`src/rtl/imm_ext_pkg.sv`:
```
// Shared constants for the pipelined immediate extender.
// Holds the extension-mode encodings, the mode width and the default bus widths.
// Imported by imm_ext_core and imm_ext_pipe.
package imm_ext_pkg;

  localparam int MODE_W = 2;

  localparam logic [MODE_W-1:0] MODE_PASS  = 2'b00;
  localparam logic [MODE_W-1:0] MODE_SEXT  = 2'b01;
  localparam logic [MODE_W-1:0] MODE_ZEXT  = 2'b10;
  localparam logic [MODE_W-1:0] MODE_UPPER = 2'b11;

  localparam int DEF_DATA_W = 32;
  localparam int DEF_IMM_W  = 16;
  localparam int DEF_TAG_W  = 5;

endpackage

```
`src/rtl/imm_ext_core.sv`:
```
// Purpose: combinational immediate extender (pass / sign / zero / upper).
// Latency: 0 cycles, pure combinational.
// Backpressure: none; no handshake at this level.
// Ports: instr (DATA_W) instruction word, mode (MODE_W) selector,
//        result (DATA_W) extended operand. Immediate is instr[IMM_W-1:0].
module imm_ext_core
  import imm_ext_pkg::*;
#(
  parameter int DATA_W = DEF_DATA_W,
  parameter int IMM_W  = DEF_IMM_W
) (
  input  logic [DATA_W-1:0] instr,
  input  logic [MODE_W-1:0] mode,
  output logic [DATA_W-1:0] result
);

  logic [IMM_W-1:0] imm;

  assign imm = instr[IMM_W-1:0];

  // Size casts instead of replication so IMM_W == DATA_W stays legal
  // (a zero-width replication would otherwise appear).
  always_comb begin
    result = instr;
    case (mode)
      MODE_PASS:  result = instr;
      MODE_SEXT:  result = DATA_W'($signed(imm));
      MODE_ZEXT:  result = DATA_W'(imm);
      MODE_UPPER: result = DATA_W'(imm) << (DATA_W - IMM_W);
      default:    result = instr;
    endcase
  end

endmodule

```
`src/rtl/imm_ext_pipe.sv`:
```
// Purpose: immediate extender feeding a 2-entry skid buffer between decode and execute.
// Latency: 1 cycle from acceptance to visibility on out_*, no bypass.
// Backpressure: in_ready comes only from registered count (and rst_n), never from out_ready.
// Ports: clk, rst_n (sync, active-low); in_valid/in_ready/in_instr/in_mode/in_tag input beat;
//        out_valid/out_ready/out_data/out_tag/out_mode head entry (zeroed when empty).
module imm_ext_pipe
  import imm_ext_pkg::*;
#(
  parameter int DATA_W = DEF_DATA_W,
  parameter int IMM_W  = DEF_IMM_W,
  parameter int TAG_W  = DEF_TAG_W
) (
  input  logic              clk,
  input  logic              rst_n,
  input  logic              in_valid,
  output logic              in_ready,
  input  logic [DATA_W-1:0] in_instr,
  input  logic [MODE_W-1:0] in_mode,
  input  logic [TAG_W-1:0]  in_tag,
  output logic              out_valid,
  input  logic              out_ready,
  output logic [DATA_W-1:0] out_data,
  output logic [TAG_W-1:0]  out_tag,
  output logic [MODE_W-1:0] out_mode
);

  logic [DATA_W-1:0] ext_result;

  imm_ext_core #(
    .DATA_W (DATA_W),
    .IMM_W  (IMM_W)
  ) u_core (
    .instr  (in_instr),
    .mode   (in_mode),
    .result (ext_result)
  );

  // Only the extended value is stored; raw instructions never enter the buffer.
  logic [DATA_W-1:0] data_q [2];
  logic [DATA_W-1:0] data_d [2];
  logic [TAG_W-1:0]  tag_q  [2];
  logic [TAG_W-1:0]  tag_d  [2];
  logic [MODE_W-1:0] mode_q [2];
  logic [MODE_W-1:0] mode_d [2];
  logic              head_q, head_d;
  logic              tail_q, tail_d;
  logic [1:0]        count_q, count_d;

  logic push;
  logic pop;

  assign in_ready  = (count_q != 2'd2) & rst_n;
  assign out_valid = (count_q != 2'd0);
  assign push      = in_valid & in_ready;
  assign pop       = out_valid & out_ready;

  assign out_data = out_valid ? data_q[head_q] : '0;
  assign out_tag  = out_valid ? tag_q[head_q]  : '0;
  assign out_mode = out_valid ? mode_q[head_q] : '0;

  always_comb begin
    head_d  = head_q;
    tail_d  = tail_q;
    count_d = count_q;
    for (int i = 0; i < 2; i++) begin
      data_d[i] = data_q[i];
      tag_d[i]  = tag_q[i];
      mode_d[i] = mode_q[i];
    end

    // With count==1 and push&pop together, tail != head, so the new beat
    // lands in the other slot and becomes the head once the pop advances.
    if (push) begin
      data_d[tail_q] = ext_result;
      tag_d[tail_q]  = in_tag;
      mode_d[tail_q] = in_mode;
      tail_d         = ~tail_q;
    end
    if (pop) begin
      head_d = ~head_q;
    end

    case ({push, pop})
      2'b10:   count_d = count_q + 2'd1;
      2'b01:   count_d = count_q - 2'd1;
      default: count_d = count_q;
    endcase
  end

  always_ff @(posedge clk) begin
    if (!rst_n) begin
      head_q  <= 1'b0;
      tail_q  <= 1'b0;
      count_q <= 2'd0;
      for (int i = 0; i < 2; i++) begin
        data_q[i] <= '0;
        tag_q[i]  <= '0;
        mode_q[i] <= '0;
      end
    end else begin
      head_q  <= head_d;
      tail_q  <= tail_d;
      count_q <= count_d;
      for (int i = 0; i < 2; i++) begin
        data_q[i] <= data_d[i];
        tag_q[i]  <= tag_d[i];
        mode_q[i] <= mode_d[i];
      end
    end
  end

endmodule

```
`config.mk`:
```
export PLATFORM = sky130hd
export DESIGN_NAME = imm_ext_pipe
export DESIGN_NICKNAME = d
export VERILOG_FILES = /design/src/rtl/imm_ext_pkg.sv /design/src/rtl/imm_ext_core.sv /design/src/rtl/imm_ext_pipe.sv
export SDC_FILE = /design/constraint.sdc
export NUM_CORES = 1
export LEC_CHECK = 0
export ABC_CLOCK_PERIOD_IN_PS = 4300
export BUFFER_PORTS_ARGS = -buffer_cell sky130_fd_sc_hd__buf_2
export CAP_MARGIN = 10
export CORE_MARGIN = 5
export CORE_UTILIZATION = 32
export CTS_BUF_LIST = sky130_fd_sc_hd__clkbuf_16
export DETAILED_ROUTE_END_ITERATION = 7
export GPL_TIMING_DRIVEN = 0
export HOLD_SLACK_MARGIN = 0.02
export PLACE_DENSITY = 0.59
export SLEW_MARGIN = 20
export SYNTH_ARGS = -nofsm -noshare
export SYNTH_HDL_FRONTEND = slang
export SYNTH_SLANG_ARGS = --single-unit
```
`constraint.sdc`:
```
create_clock -name clk -period 4.3 [get_ports clk]
set_clock_uncertainty 0.1 [all_clocks]
set_input_delay 0.645 -clock clk [delete_from_list [all_inputs] [get_ports clk]]
set_output_delay 0.645 -clock clk [all_outputs]
set_load 0.01 [all_outputs]
```
# --- Yosys cells after proc, flatten, opt, wreduce, memory -nomap -nowiden ---
# Memory sizes are Yosys's and may differ from the RTL's. A register that Yosys moved wholly into a read port is not among the register bits.
# Index checks and enable logic that the tools add are counted.
op_classes:
  n_addsub: 2
  mul: 0
  n_div: 0
  magnitude_cmp: 2
  eq_ne: 6
  shift: 0
  n_mux: 31
  n_bitwise: 12
  reduce_logical: 4
op_table:
  columns: ["op", "n"]
  rows:
  - ["32-bit 2-to-1 mux", 4]
  - ["32-bit case mux with 4 select lines", 1]
  - ["64-bit bitwise mux", 1]
  - ["64-bit 2-to-1 mux", 1]
  - ["32-bit demux with 1-bit select", 1]
  - ["5-bit 2-to-1 mux", 4]
  - ["10-bit bitwise mux", 1]
  - ["10-bit 2-to-1 mux", 1]
  - ["1-bit 2-to-1 mux", 8]
  - ["2-bit 2-to-1 mux", 4]
  - ["2-bit equality test, second input constant", 3]
  - ["1-bit OR", 6]
  - ["5-bit demux with 1-bit select", 1]
  - ["4-bit bitwise mux", 1]
  - ["2-bit by 1-bit equality test with 1-bit output, second input constant", 2]
  - ["4-bit 2-to-1 mux", 1]
  - ["2-bit case mux with 2 select lines", 1]
  - ["2-bit nonzero test", 2]
  - ["1-bit AND", 3]
  - ["2-bit by 1-bit adder with 2-bit output, second input constant", 1]
  - ["2-bit demux with 1-bit select", 1]
  - ["2-bit greater-or-equal comparator, second input constant", 1]
  - ["2-bit zero test", 1]
  - ["2-bit by 1-bit less-than comparator with 1-bit output, second input constant", 1]
  - ["other kinds (5)", 6]
totals:
  ff_bits: 4
  latchBits: 0
  ram_bits: 78
  mem_bits_ro: 0
  in_bits: 43
  out_inout_bits: 41
  mem_count: 3
mem_list:
  columns: ["name", "depth", "width", "rd", "rd_ports_with_merged_regs", "wr", "line_no", "rtl"]
  rows:
  - ["data_q", 2, 32, 3, 1, 2, "imm_ext_pipe.sv:39", "logic [DATA_W-1:0] data_q [2];"]
  - ["tag_q", 2, 5, 3, 1, 2, "imm_ext_pipe.sv:41", "logic [TAG_W-1:0] tag_q [2];"]
  - ["mode_q", 2, 2, 3, 1, 2, "imm_ext_pipe.sv:43", "logic [MODE_W-1:0] mode_q [2];"]

# --- Logic depth before layout (Yosys ltp) ---
# Gate-level depths: netlist (run 1).
depth:
  depth_word: 8
  depth_mapped: 8
  ltp_nobuf: 6

# --- By module ---
# A second synthesis (run 1) with hierarchy kept.
unflattened:
  cells_unflattened: 466
  hier_area_um2: 4236.6
modules_own_cells:
  columns: ["module", "n_inst", "cells_per_inst", "area_per_inst_um2", "seq_area_each_um2"]
  rows:
  - ["imm_ext_pipe", 1, 410, 3723.6, 1661.6]
  - ["imm_ext_core", 1, 56, 513.0, 0.0]

# --- Least setup slack after synthesis (run 1) ---
# Ideal clock, no wire load.
synth_timing:
  path_type: "input -> output"
  from: "input port rst_n"
  to: "output port in_ready"
  arrival_time_ps: 1357
  slack_ps: 2198
  stages: 4
  n_path_buf: 2
  cell_sequence: "inv_1 -> clkbuf_1 -> clkbuf_1 -> nor2_1"
synth_via:
  elab_chain_len: 1
synth_rtl:
  columns: ["element", "line_no", "rtl"]
  rows:
  - ["from (decl)", "imm_ext_pipe.sv:14", "input logic rst_n,"]
  - ["1-bit AND", "imm_ext_pipe.sv:52", "assign in_ready = (count_q != 2'd2) & rst_n;"]
  - ["to (decl)", "imm_ext_pipe.sv:16", "output logic in_ready,"]
# Every way passes these cells.

# --- Worst setup path after layout (run 1) ---
# Same ends and word-level chain as after synthesis.

==> results.py, run 1 <==
metrics = {
    "setup_path": {
        "required_ns": 3.56,
        "worstPathCellList": "buf_2 -> inv_1 -> clkbuf_1 -> clkbuf_1 -> nor2_1 -> buf_2",
        "critPathTopFamily": "buffers and inverters",
        "crit_buf_inv": 5,
        "crit_slowest_cell": "clkbuf_1",
        "max_stage_delay_ns": 0.43,
        "critPathMaxFanout": 10,
        "critical_path.startpoint_type": "input pin",
        "endpoint_kind": "output pin",
        "arrival_ns": 1.95,
        "ff2ff_setup_slack_ns": 2.18,
        "path_class": "input pin to output pin",
    },
    "power": {
        "peakVddDrop_mv": 0.2140,
        "pwr-share-comb_pct": 34.0,
        "power_density_nw_per_um2": 478.5,
        "switching_share_pct": 35.79,
        "power_frac_clock_pct": 33.1,
        "p_sw_w": 0.0009459,
        "power_frac_seq_pct": 32.9,
        "power.leakage_nw": 2.018,
        "p_int_w": 0.001697,
        "total_power_w": 0.002643,
    },
    "clock_network": {
        "insertion_delay_ns": 0.33,
        "clock_path_buffers": 2,
        "holdBufCountCts": 0,
        "cts_buffers": 9,
        "cts_tree": "done",
        "cts_resized": 0,
        "post_cts_buffers": 0,
        "cts_root_buf": "clkbuf_16",
        "htree_num_levels": 3,
        "clock_sinks": 83,
        "clkTransAtPathRegs_ns": 0.07,
    },
    "synthesis": {
        "syn_nets": 559,
        "yosysSeqAreaShare_pct": 36.36,
        "syn-cell-area_um2": 4569,
        "ys_seq_elements": 83,
        "ys.warnings.count": 0,
        "ys_types": 32,
        "post_synth.cell_area_avg_um2": 8.873,
        "netlist_instances": 515,
    },
    "status": {
        "status": "complete, no violations",
    },
    "timing": {
        "fmax_ghz": 0.3717,
        "hold_violations": 0,
        "setup_violations": 0,
        "whs_ns": 0.3703,
        "fin_crit_sh_pct": 62.57,
        "max_slew_margin_pct": 58.20,
        "tightestPinTransition_ns": 0.6270,
        "drv_slew": 0,
        "rsz0062_at_grt": "no",
        "period_needed_ns": 2.691,
        "tns_ns": 0,
    },
    "hold_path": {
        "min_path_type": "flip-flop to flip-flop",
    },
    "floorplanning": {
        "die_area_um2": 16770,
        "die_x_um": 129.5,
        "coreArea_um2": 13930,
        "fp.dieH_um": 129.5,
        "rows": 43,
        "io_pins": 84,
        "initial_core_util_pct": 32.79,
    },
    "run": {
        "cap_violations": 0,
    },
    "global_route": {
        "gr-usage-all-layers_pct": 18.65,
        "grt-ovfl-total": 0,
        "grt_pass1_wl_um": 24820,
        "grt_pass1_vias": 4550,
        "antenna_found_initial": 0,
        "grt_max_degree": 14,
    },
    "placement": {
        "globalplace.congestion": 0.9398,
        "dpl_cell_area_um2": 5195,
        "dp.final_hpwl_um": 11740,
        "port_buffers": 80,
    },
    "detailed_routing": {
        "ant_nets": 0,
        "vias": 4495,
        "avgViaCountPerCell": 5.697,
        "route.detailed.drc": 0,
        "wire_per_inst_um": 19.88,
        "routed_wl_um": 15690,
        "dr.pass1.iters": 4,
        "drt_iter0_drc": 367,
    },
    "layout": {
        "fin_util_pct": 39.64,
        "layout_commonest_cell": "buf_2",
        "final_nets": 650,
        "final_cell_mix": "buf_2 (109), dfxtp_1 (83), mux2i_1 (54)",
        "post-route-cell-area_um2": 5524,
        "drive_gt1_share_pct": 24.96,
        "area.growth.synth_to_final_pct": 20.89,
        "num_antenna_cells": 0,
    },
}
==> worst paths after layout <==
path | from | depth (start not counted) | end
hold / removal | data_q[0][0]$_SDFFE_PN0P_ | 2 | data_q[0][0]$_SDFFE_PN0P_
setup reg to reg | count_q[0]$_SDFFE_PN0P_ | 7 | count_q[1]$_SDFFE_PN0P_
hold reg to reg | data_q[0][0]$_SDFFE_PN0P_ | 2 | data_q[0][0]$_SDFFE_PN0P_
setup / recovery | rst_n | 6 | in_ready
==> metal layers <==
metal | global-route usage [%] | wire (um) | share of wire, % | vias to the layer above
met2 | 30.40 | 7267 | 46 | 194
met1 | 25.45 | 6985 | 45 | 2148
met5 | 0 | 0 | 0 | -
li1 | - | - | - | 2136
met4 | 4.340 | 228 | 1.5 | 0
met3 | 3.875 | 1204 | 7.7 | 17
==> final cells by class <==
type                    count  area [um^2]
plain buffers              75        415.4
repair buffers             80        400.4
well taps                 180        225.2
fillers                  1409         8411
clock buffers               9        225.2
inverters                   4        15.01
clock inverters             5        103.9
multi-input cells         353         2477
flip-flops and latches     83         1662
==> logic make-up (layout without fill, tap and decap cells) <==
kind of cell	Yosys count	in the layout	share of synthesized area, %
AO/OA/AOI/OAI	194	194	29.66
XOR/XNOR	3	3	0.5751
adder cells (fa/ha/maj)	1	1	0.2738
buffers and inverters	79	173	9.419
flip-flops	83	83	36.36
multiplexers	54	54	11.83
AND/OR/NAND/NOR	101	101	11.88
==> state kept, by name, indices dropped and copies added (netlist names), named ones only <==
| name | flops |
|---|---|
| count_q | 2 |
| tag_q | 10 |
| head_q | 1 |
| tail_q | 1 |
| data_q | 64 |
| mode_q | 4 |
==> metrics by stage <==
| stage | cells | setup WS [ns] |
|---|---|---|
| after floorplan | 515 | 2.198 |
| after global placement | 775 | 1.605 |
| after detailed placement | 775 | 1.609 |
| after CTS | 789 | 1.607 |
| after global routing | 789 | 1.514 |
| final | 789 | 1.609 |
==> cell usage after synthesis, drive strengths merged <==
cell	n	area, um^2
dfxtp	83	1662
mux2i	54	540.5
a21oi	50	250.2
buf	48	314.0
o31ai	48	405.4
nand4	46	287.8
nor2	44	165.2
a211oi	30	225.2
a31oi	30	187.7
clkbuf	27	101.4
a21boi	16	120.1
a2bb2oi	15	131.4
inv	4	15.01
and2	3	18.77
nand2	2	10.01
nor3	2	32.53
o2111ai	2	17.52
o21ai	2	10.01
xor2	2	17.52
ha	1	12.51
nand2b	1	6.260
nor2b	1	8.760
nor3b	1	7.510
o21a	1	7.510
or3	1	6.260
xnor2	1	8.760
==> power by group through the flow <==
| stage | Combinational [W] | Sequential, W | Clock, W |
|---|---|---|---|
| after global routing | 0.000975 | 0.000877 | 0.000912 |
| after global placement | 0.000890 | 0.000882 | 0 |
| after CTS | 0.000902 | 0.000869 | 0.000881 |
| final | 0.000899 | 0.000869 | 0.000875 |
| after floorplan | 0.000620 | 0.000875 | 0 |
| after detailed placement | 0.000898 | 0.000886 | 0 |
==> tightest hold or removal path: stages, from the launching register on <==
cell and delay (ns):
dfxtp_1 0.31, o31ai_1 0.06, a21oi_1 0.06
Note: power is estimated with default switching activity, not from simulation.
==> run 2, diff against run 1 <==
--- a/config.mk
+++ b/config.mk
@@ -5,7 +5,8 @@
 export SDC_FILE = /design/constraint.sdc
 export NUM_CORES = 1
 export LEC_CHECK = 0
-export ABC_CLOCK_PERIOD_IN_PS = 4300
+export ABC_AREA = 1
+export ABC_CLOCK_PERIOD_IN_PS = 2560
 export BUFFER_PORTS_ARGS = -buffer_cell sky130_fd_sc_hd__buf_2
 export CAP_MARGIN = 10
 export CORE_MARGIN = 5
==> constraint.sdc (replaced) <==
create_clock -name clk -period 2.56 [get_ports clk]
set_clock_uncertainty 0.1 [all_clocks]
set_input_delay 0.384 -clock clk [delete_from_list [all_inputs] [get_ports clk]]
set_output_delay 0.384 -clock clk [all_outputs]
set_load 0.01 [all_outputs]
==> run 2 against run 1 <==
Utilization down 0.056 points. Final cell count up 24%. Total power up 37%. Combinational power down 9.1%. Count of clock-buffer cells in the layout unchanged. Non-clock buffer count down 30. Wire length down 16%. First-iteration DRC count down 9.8%. Register-to-register slack worse by 1.2 ns. Setup slack worse by 1.4 ns. Area after synthesis down 7.4%.
==> results.py, run 2 <==
metrics = {
    "timing": {
        "rsz0062_at_grt": "no",
        "drv_slew": 0,
        "hold_violations": 0,
        "period_needed_ns": 2.397,
        "tns_ns": 0,
        "tightestPinTransition_ns": 0.5334,
        "fin_crit_sh_pct": 93.63,
        "fmax_ghz": 0.4172,
        "max_slew_margin_pct": 64.44,
        "setup_violations": 0,
    },
    "floorplanning": {
        "io_pins": 84,
        "initial_core_util_pct": 32.35,
        "die_x_um": 125.0,
        "rows": 42,
        "coreArea_um2": 13090,
        "fp.dieH_um": 125.0,
        "die_area_um2": 15630,
    },
    "layout": {
        "largest_register_ffs": 64,
        "multiInputGateArea_um2": 1962,
        "largest_register": "data_q",
        "drive_gt1_share_pct": 16.56,
        "n_fill_cell": 1470,
        "seq_area_um2": 1662,
        "post-route-cell-area_um2": 5180,
        "final_nets": 842,
        "area.growth.synth_to_final_pct": 22.38,
        "final_cell_mix": "nand2_1 (191), nor2_1 (172), buf_2 (104), inv_1 (104), dfxtp_1 (83)",
        "layout_commonest_cell": "nand2_1",
        "fin_cells": 980,
        "top_regs": "data_q x64, tag_q x10, mode_q x4",
        "fin_util_pct": 39.59,
    },
    "synthesis": {
        "synth_top_area_share_pct": 39.26,
        "yosysSeqAreaShare_pct": 39.26,
        "ys_seq_elements": 83,
        "synth_edf_count": 0,
        "ys_types": 22,
        "ys.warnings.count": 0,
        "synth_largest_area_cell": "dfxtp_1",
        "synthTopCellsByCount": "nand2_1 (191), nor2_1 (172), inv_1 (102)",
        "netlist_instances": 705,
        "synth-async-reset-ratio_pct": 0,
        "syn-cell-area_um2": 4233,
        "synth_ff_type": "dfxtp_1",
        "post_synth.cell_area_avg_um2": 6.004,
        "syn_nets": 749,
        "synth.area.top_cells": "dfxtp_1 (39%), nand2_1 (17%), nor2_1 (15%)",
        "synth_most_common_cell": "nand2_1",
    },
    "setup_path": {
        "critPathMaxFanout": 10,
        "required_ns": 2.08,
        "worstPathCellList": "clkbuf_1 -> clkbuf_1 -> buf_2 -> a21oi_1 -> buf_2",
        "crit_buf_inv": 4,
        "ff2ff_setup_slack_ns": 0.97,
        "max_stage_delay_ns": 0.37,
        "crit_slowest_cell": "clkbuf_1",
        "critPathTopFamily": "buffers and inverters",
        "path_class": "flip-flop to output pin",
        "arrival_ns": 1.91,
        "critical_path.startpoint_type": "flip-flop",
        "endpoint_kind": "output pin",
    },
    "detailed_routing": {
        "route.detailed.drc": 0,
        "drt_iter0_drc": 331,
        "routed_wl_um": 13150,
        "dr.pass1.iters": 5,
        "avgViaCountPerCell": 4.399,
        "wire_per_inst_um": 13.42,
        "vias": 4311,
        "ant_nets": 0,
    },
    "clock_network": {
        "insertion_delay_ns": 0.34,
        "clkTransAtPathRegs_ns": 0.06,
        "cts_root_buf": "clkbuf_16",
        "clock_sinks": 83,
        "cts_buffers": 9,
        "clock_path_buffers": 2,
        "cts_tree": "done",
        "htree_num_levels": 3,
    },
    "placement": {
        "globalplace.congestion": 0.8535,
        "port_buffers": 82,
        "dp.cells": 963,
        "dp.final_hpwl_um": 9629,
        "dpl_cell_area_um2": 4863,
    },
    "power": {
        "power.leakage_nw": 2.908,
        "peakVddDrop_mv": 0.3780,
        "power_density_nw_per_um2": 698.5,
        "total_power_w": 0.003618,
    },
    "global_route": {
        "grt_max_degree": 14,
        "gr-usage-all-layers_pct": 16.64,
        "grt_pass1_wl_um": 20820,
        "grt_pass1_vias": 4008,
        "grt-ovfl-total": 0,
        "antenna_found_initial": 1,
    },
    "hold_path": {
        "min_path_type": "input pin to flip-flop",
    },
    "status": {
        "status": "complete, no violations",
    },
    "run": {
        "cap_violations": 0,
    },
}
[run 2: where the power goes]
group	leakage [nW]	switching, W	internal (W)
Clock	0.158	0.000534	0.000844
Combinational	2.07	0.000546	0.000272
Sequential	0.678	0.0000386	0.00138
[run 2: repair_timing]
action                     in CTS  in global routing
setup buffers                   0                  0
setup endpoints to repair       0                  4
resized for setup               0                  6
hold buffers                    0                  0
[run 2: routing by layer]
metal,track usage (%),wire length (um)
met1,22.42,6032
met5,0,0
met2,26.16,6025
met3,4.904,856
met4,4.401,235
[run 2: final cells by class]
class                           instances  area share, %
Buffer                                 43          4.300
Multi-Input combinational cell        475          37.87
Timing Repair Buffer                   82          7.923
Clock inverter                          7          1.643
Tap cell                              176          4.251
Clock buffer                            9          4.348
Sequential cell                        83          32.08
Inverter                              104          7.536
Antenna cell                            1        0.04831
[run 2: cells by family (layout without fill, tap and decap cells)]
| group | count (synthesis) | count (layout) | share of synthesized area [%] |
|---|---|---|---|
| AND/OR/NAND/NOR | 385 | 385 | 35.32 |
| adder cells (fa/ha/maj) | 1 | 1 | 0.2955 |
| buffers and inverters | 147 | 245 | 14.40 |
| AO/OA/AOI/OAI | 89 | 89 | 10.73 |
| flip-flops | 83 | 83 | 39.26 |
| other | 0 | 1 | 0 |
[run 2: tightest hold or removal path, cell delays in order]
cell and delay [ns]:
buf_2 0.09, nor2_1 0.04, nor2_1 0.08
[run 2: per-stage QoR]
step                setup slack [ns]  hold WS [ns]
finish                        0.1630        0.1826
floorplan                     0.7236        0.3255
global route                 0.05727        0.1890
global placement              0.5149        0.3384
CTS                           0.1034        0.1870
detailed placement            0.4837        0.3457
[run 2: worst paths after layout]
path                           startpoint                  endpoint  depth (start not counted)
setup / recovery                flip-flop              out_data[18]                          5
hold / removal                  in_tag[0]  tag_q[1][0]$_SDFFE_PN0P_                          3
setup reg to reg  count_q[0]$_SDFFE_PN0P_   count_q[1]$_SDFFE_PN0P_                          7
hold reg to reg       head_q$_SDFFE_PN0P_       head_q$_SDFFE_PN0P_                          1
==> run 3, diff against run 2 <==
--- a/config.mk
+++ b/config.mk
@@ -10,12 +10,12 @@
 export BUFFER_PORTS_ARGS = -buffer_cell sky130_fd_sc_hd__buf_2
 export CAP_MARGIN = 10
 export CORE_MARGIN = 5
-export CORE_UTILIZATION = 32
+export CORE_UTILIZATION = 55
 export CTS_BUF_LIST = sky130_fd_sc_hd__clkbuf_16
 export DETAILED_ROUTE_END_ITERATION = 7
 export GPL_TIMING_DRIVEN = 0
 export HOLD_SLACK_MARGIN = 0.02
-export PLACE_DENSITY = 0.59
+export PLACE_DENSITY = 0.88
 export SLEW_MARGIN = 20
 export SYNTH_ARGS = -nofsm -noshare
 export SYNTH_HDL_FRONTEND = slang
==> run 3 against run 2 <==
Utilization grew 27 points. Maximum frequency is 0.42% lower. Final cell count fell by 7.7%. Combinational power is 1% lower. Critical path type unchanged. Die area down 39%. Global-route usage grew 9.8 points. First-iteration DRC count rose by 13%. Sequential share of layout area increased by 0.74 points. Design area shrank 2.2%. Clock power fell by 6%. Setup slack worse by 0.010 ns. Wire length is 3.8% lower.
==> results.py, run 3 (same netlist as run 2, synthesis figures left out) <==
metrics = {
    "timing": {
        "drv_slew": 0,
        "setup_ws_ns": 0.1529,
        "rsz0062_at_grt": "no",
        "fin_crit_sh_pct": 94.03,
        "tightestPinTransition_ns": 0.5841,
        "setup_violations": 0,
        "tns_ns": 0,
        "period_needed_ns": 2.407,
        "max_slew_margin_pct": 61.06,
        "hold_violations": 0,
        "whs_ns": 0.1748,
        "fmax_ghz": 0.4154,
    },
    "detailed_routing": {
        "wire_per_inst_um": 13.98,
        "dr.pass1.iters": 5,
        "route.detailed.drc": 0,
        "routed_wl_um": 12650,
        "ant_nets": 0,
        "vias": 4611,
        "avgViaCountPerCell": 5.095,
        "drt_iter0_drc": 375,
    },
    "clock_network": {
        "clock_sinks": 83,
        "cts_buffers": 9,
        "insertion_delay_ns": 0.34,
        "holdBufCountCts": 0,
        "cts_root_buf": "clkbuf_16",
        "htree_num_levels": 3,
        "clkTransAtPathRegs_ns": 0.06,
        "cts_tree": "done",
        "cts_resized": 0,
        "clock_path_buffers": 2,
        "post_cts_buffers": 0,
    },
    "global_route": {
        "met2_usage_pct": 43.91,
        "grt_pass1_wl_um": 20470,
        "grt_pass1_vias": 4427,
        "met1_usage_pct": 31.23,
        "grt_max_degree": 15,
        "top_usage_layer": "met2",
        "met3_usage_pct": 6.892,
        "grt-ovfl-total": 0,
        "gr-usage-all-layers_pct": 26.40,
        "antenna_found_initial": 0,
    },
    "layout": {
        "num_antenna_cells": 0,
        "final_nets": 842,
        "layout_commonest_cell": "nand2_1",
        "top_regs": "data_q x64, tag_q x10, mode_q x4",
        "post-route-cell-area_um2": 5064,
        "area.growth.synth_to_final_pct": 19.63,
        "final_cell_mix": "nand2_1 (191), nor2_1 (172), buf_2 (104)",
        "largest_register_ffs": 64,
        "drive_gt1_share_pct": 16.19,
        "largest_register": "data_q",
    },
    "floorplanning": {
        "die_x_um": 97.73,
        "coreArea_um2": 7607,
        "fp.dieH_um": 97.73,
        "rows": 32,
        "io_pins": 84,
        "die_area_um2": 9550,
        "initial_core_util_pct": 55.64,
    },
    "placement": {
        "dpl_cell_area_um2": 4771,
        "dp.final_hpwl_um": 9083,
        "pre_cts_slack_ns": 0.5796,
        "globalplace.congestion": 0.9808,
        "port_buffers": 82,
    },
    "setup_path": {
        "crit_buf_inv": 4,
        "critPathTopFamily": "buffers and inverters",
        "crit_slowest_cell": "clkbuf_1",
        "required_ns": 2.08,
        "endpoint_kind": "output pin",
        "critPathMaxFanout": 10,
        "path_class": "flip-flop to output pin",
        "critical_path.startpoint_type": "flip-flop",
        "max_stage_delay_ns": 0.40,
        "worstPathCellList": "clkbuf_1 -> clkbuf_1 -> buf_2 -> a21oi_1 -> buf_2",
        "arrival_ns": 1.92,
    },
    "run": {
        "cap_violations": 0,
    },
    "power": {
        "power.leakage_nw": 2.881,
        "power_density_nw_per_um2": 696.9,
        "peakVddDrop_mv": 0.4163,
    },
    "hold_path": {
        "min_path_type": "input pin to flip-flop",
    },
    "status": {
        "status": "complete, no violations",
    },
}
[run 3: layout make-up]
type,instances,area (um^2)
plain buffers,43,219.0
clock buffers,9,225.2
clock inverters,7,67.56
fillers,673,2544
inverters,104,390.4
multi-input cells,475,1962
flip-flops and latches,83,1662
well taps,102,127.6
repair buffers,82,410.4
[run 3: worst paths after layout]
kind	start	end	slack, ns	cells after the start
setup reg to reg	count_q[0]$_SDFFE_PN0P_	count_q[1]$_SDFFE_PN0P_	0.87	7
hold / removal	in_tag[3]	tag_q[1][3]$_SDFFE_PN0P_	0.17	3
setup / recovery	flip-flop	out_data[18]	0.15	5
hold reg to reg	head_q$_SDFFE_PN0P_	flip-flop	0.35	1
[run 3: tightest hold or removal path, delay by kind of cell]
kind / cells / cell delay (ns)
and+or+nand+nor: 2 / 0.12
buffers and inverters: 1 / 0.09
[run 3: through the flow]
| step | total power (W) | util (%) | cells |
|---|---|---|---|
| finish | 0.003529 | 66.56 | 905 |
| global route | 0.003697 | 66.56 | 905 |
| CTS | 0.003514 | 66.56 | 905 |
| detailed placement | 0.002243 | 62.71 | 889 |
| global placement | 0.002220 | 62.71 | 889 |
| floorplan | 0.001959 | - | 705 |
[run 3: metal layers]
| layer | wire, um | part of all wire, % |
|---|---|---|
| met1 | 4959 | 39 |
| met2 | 5943 | 47 |
| met3 | 1211 | 9.6 |
| met4 | 534 | 4.2 |
| met5 | 0 | 0 |
[run 3: where the power goes]
part           leakage [nW]  internal [W]  switching, W
logic                  2.06      0.000268      0.000539
registers             0.678       0.00139     0.0000411
clock network         0.141      0.000752      0.000543
total                  2.88       0.00241       0.00112
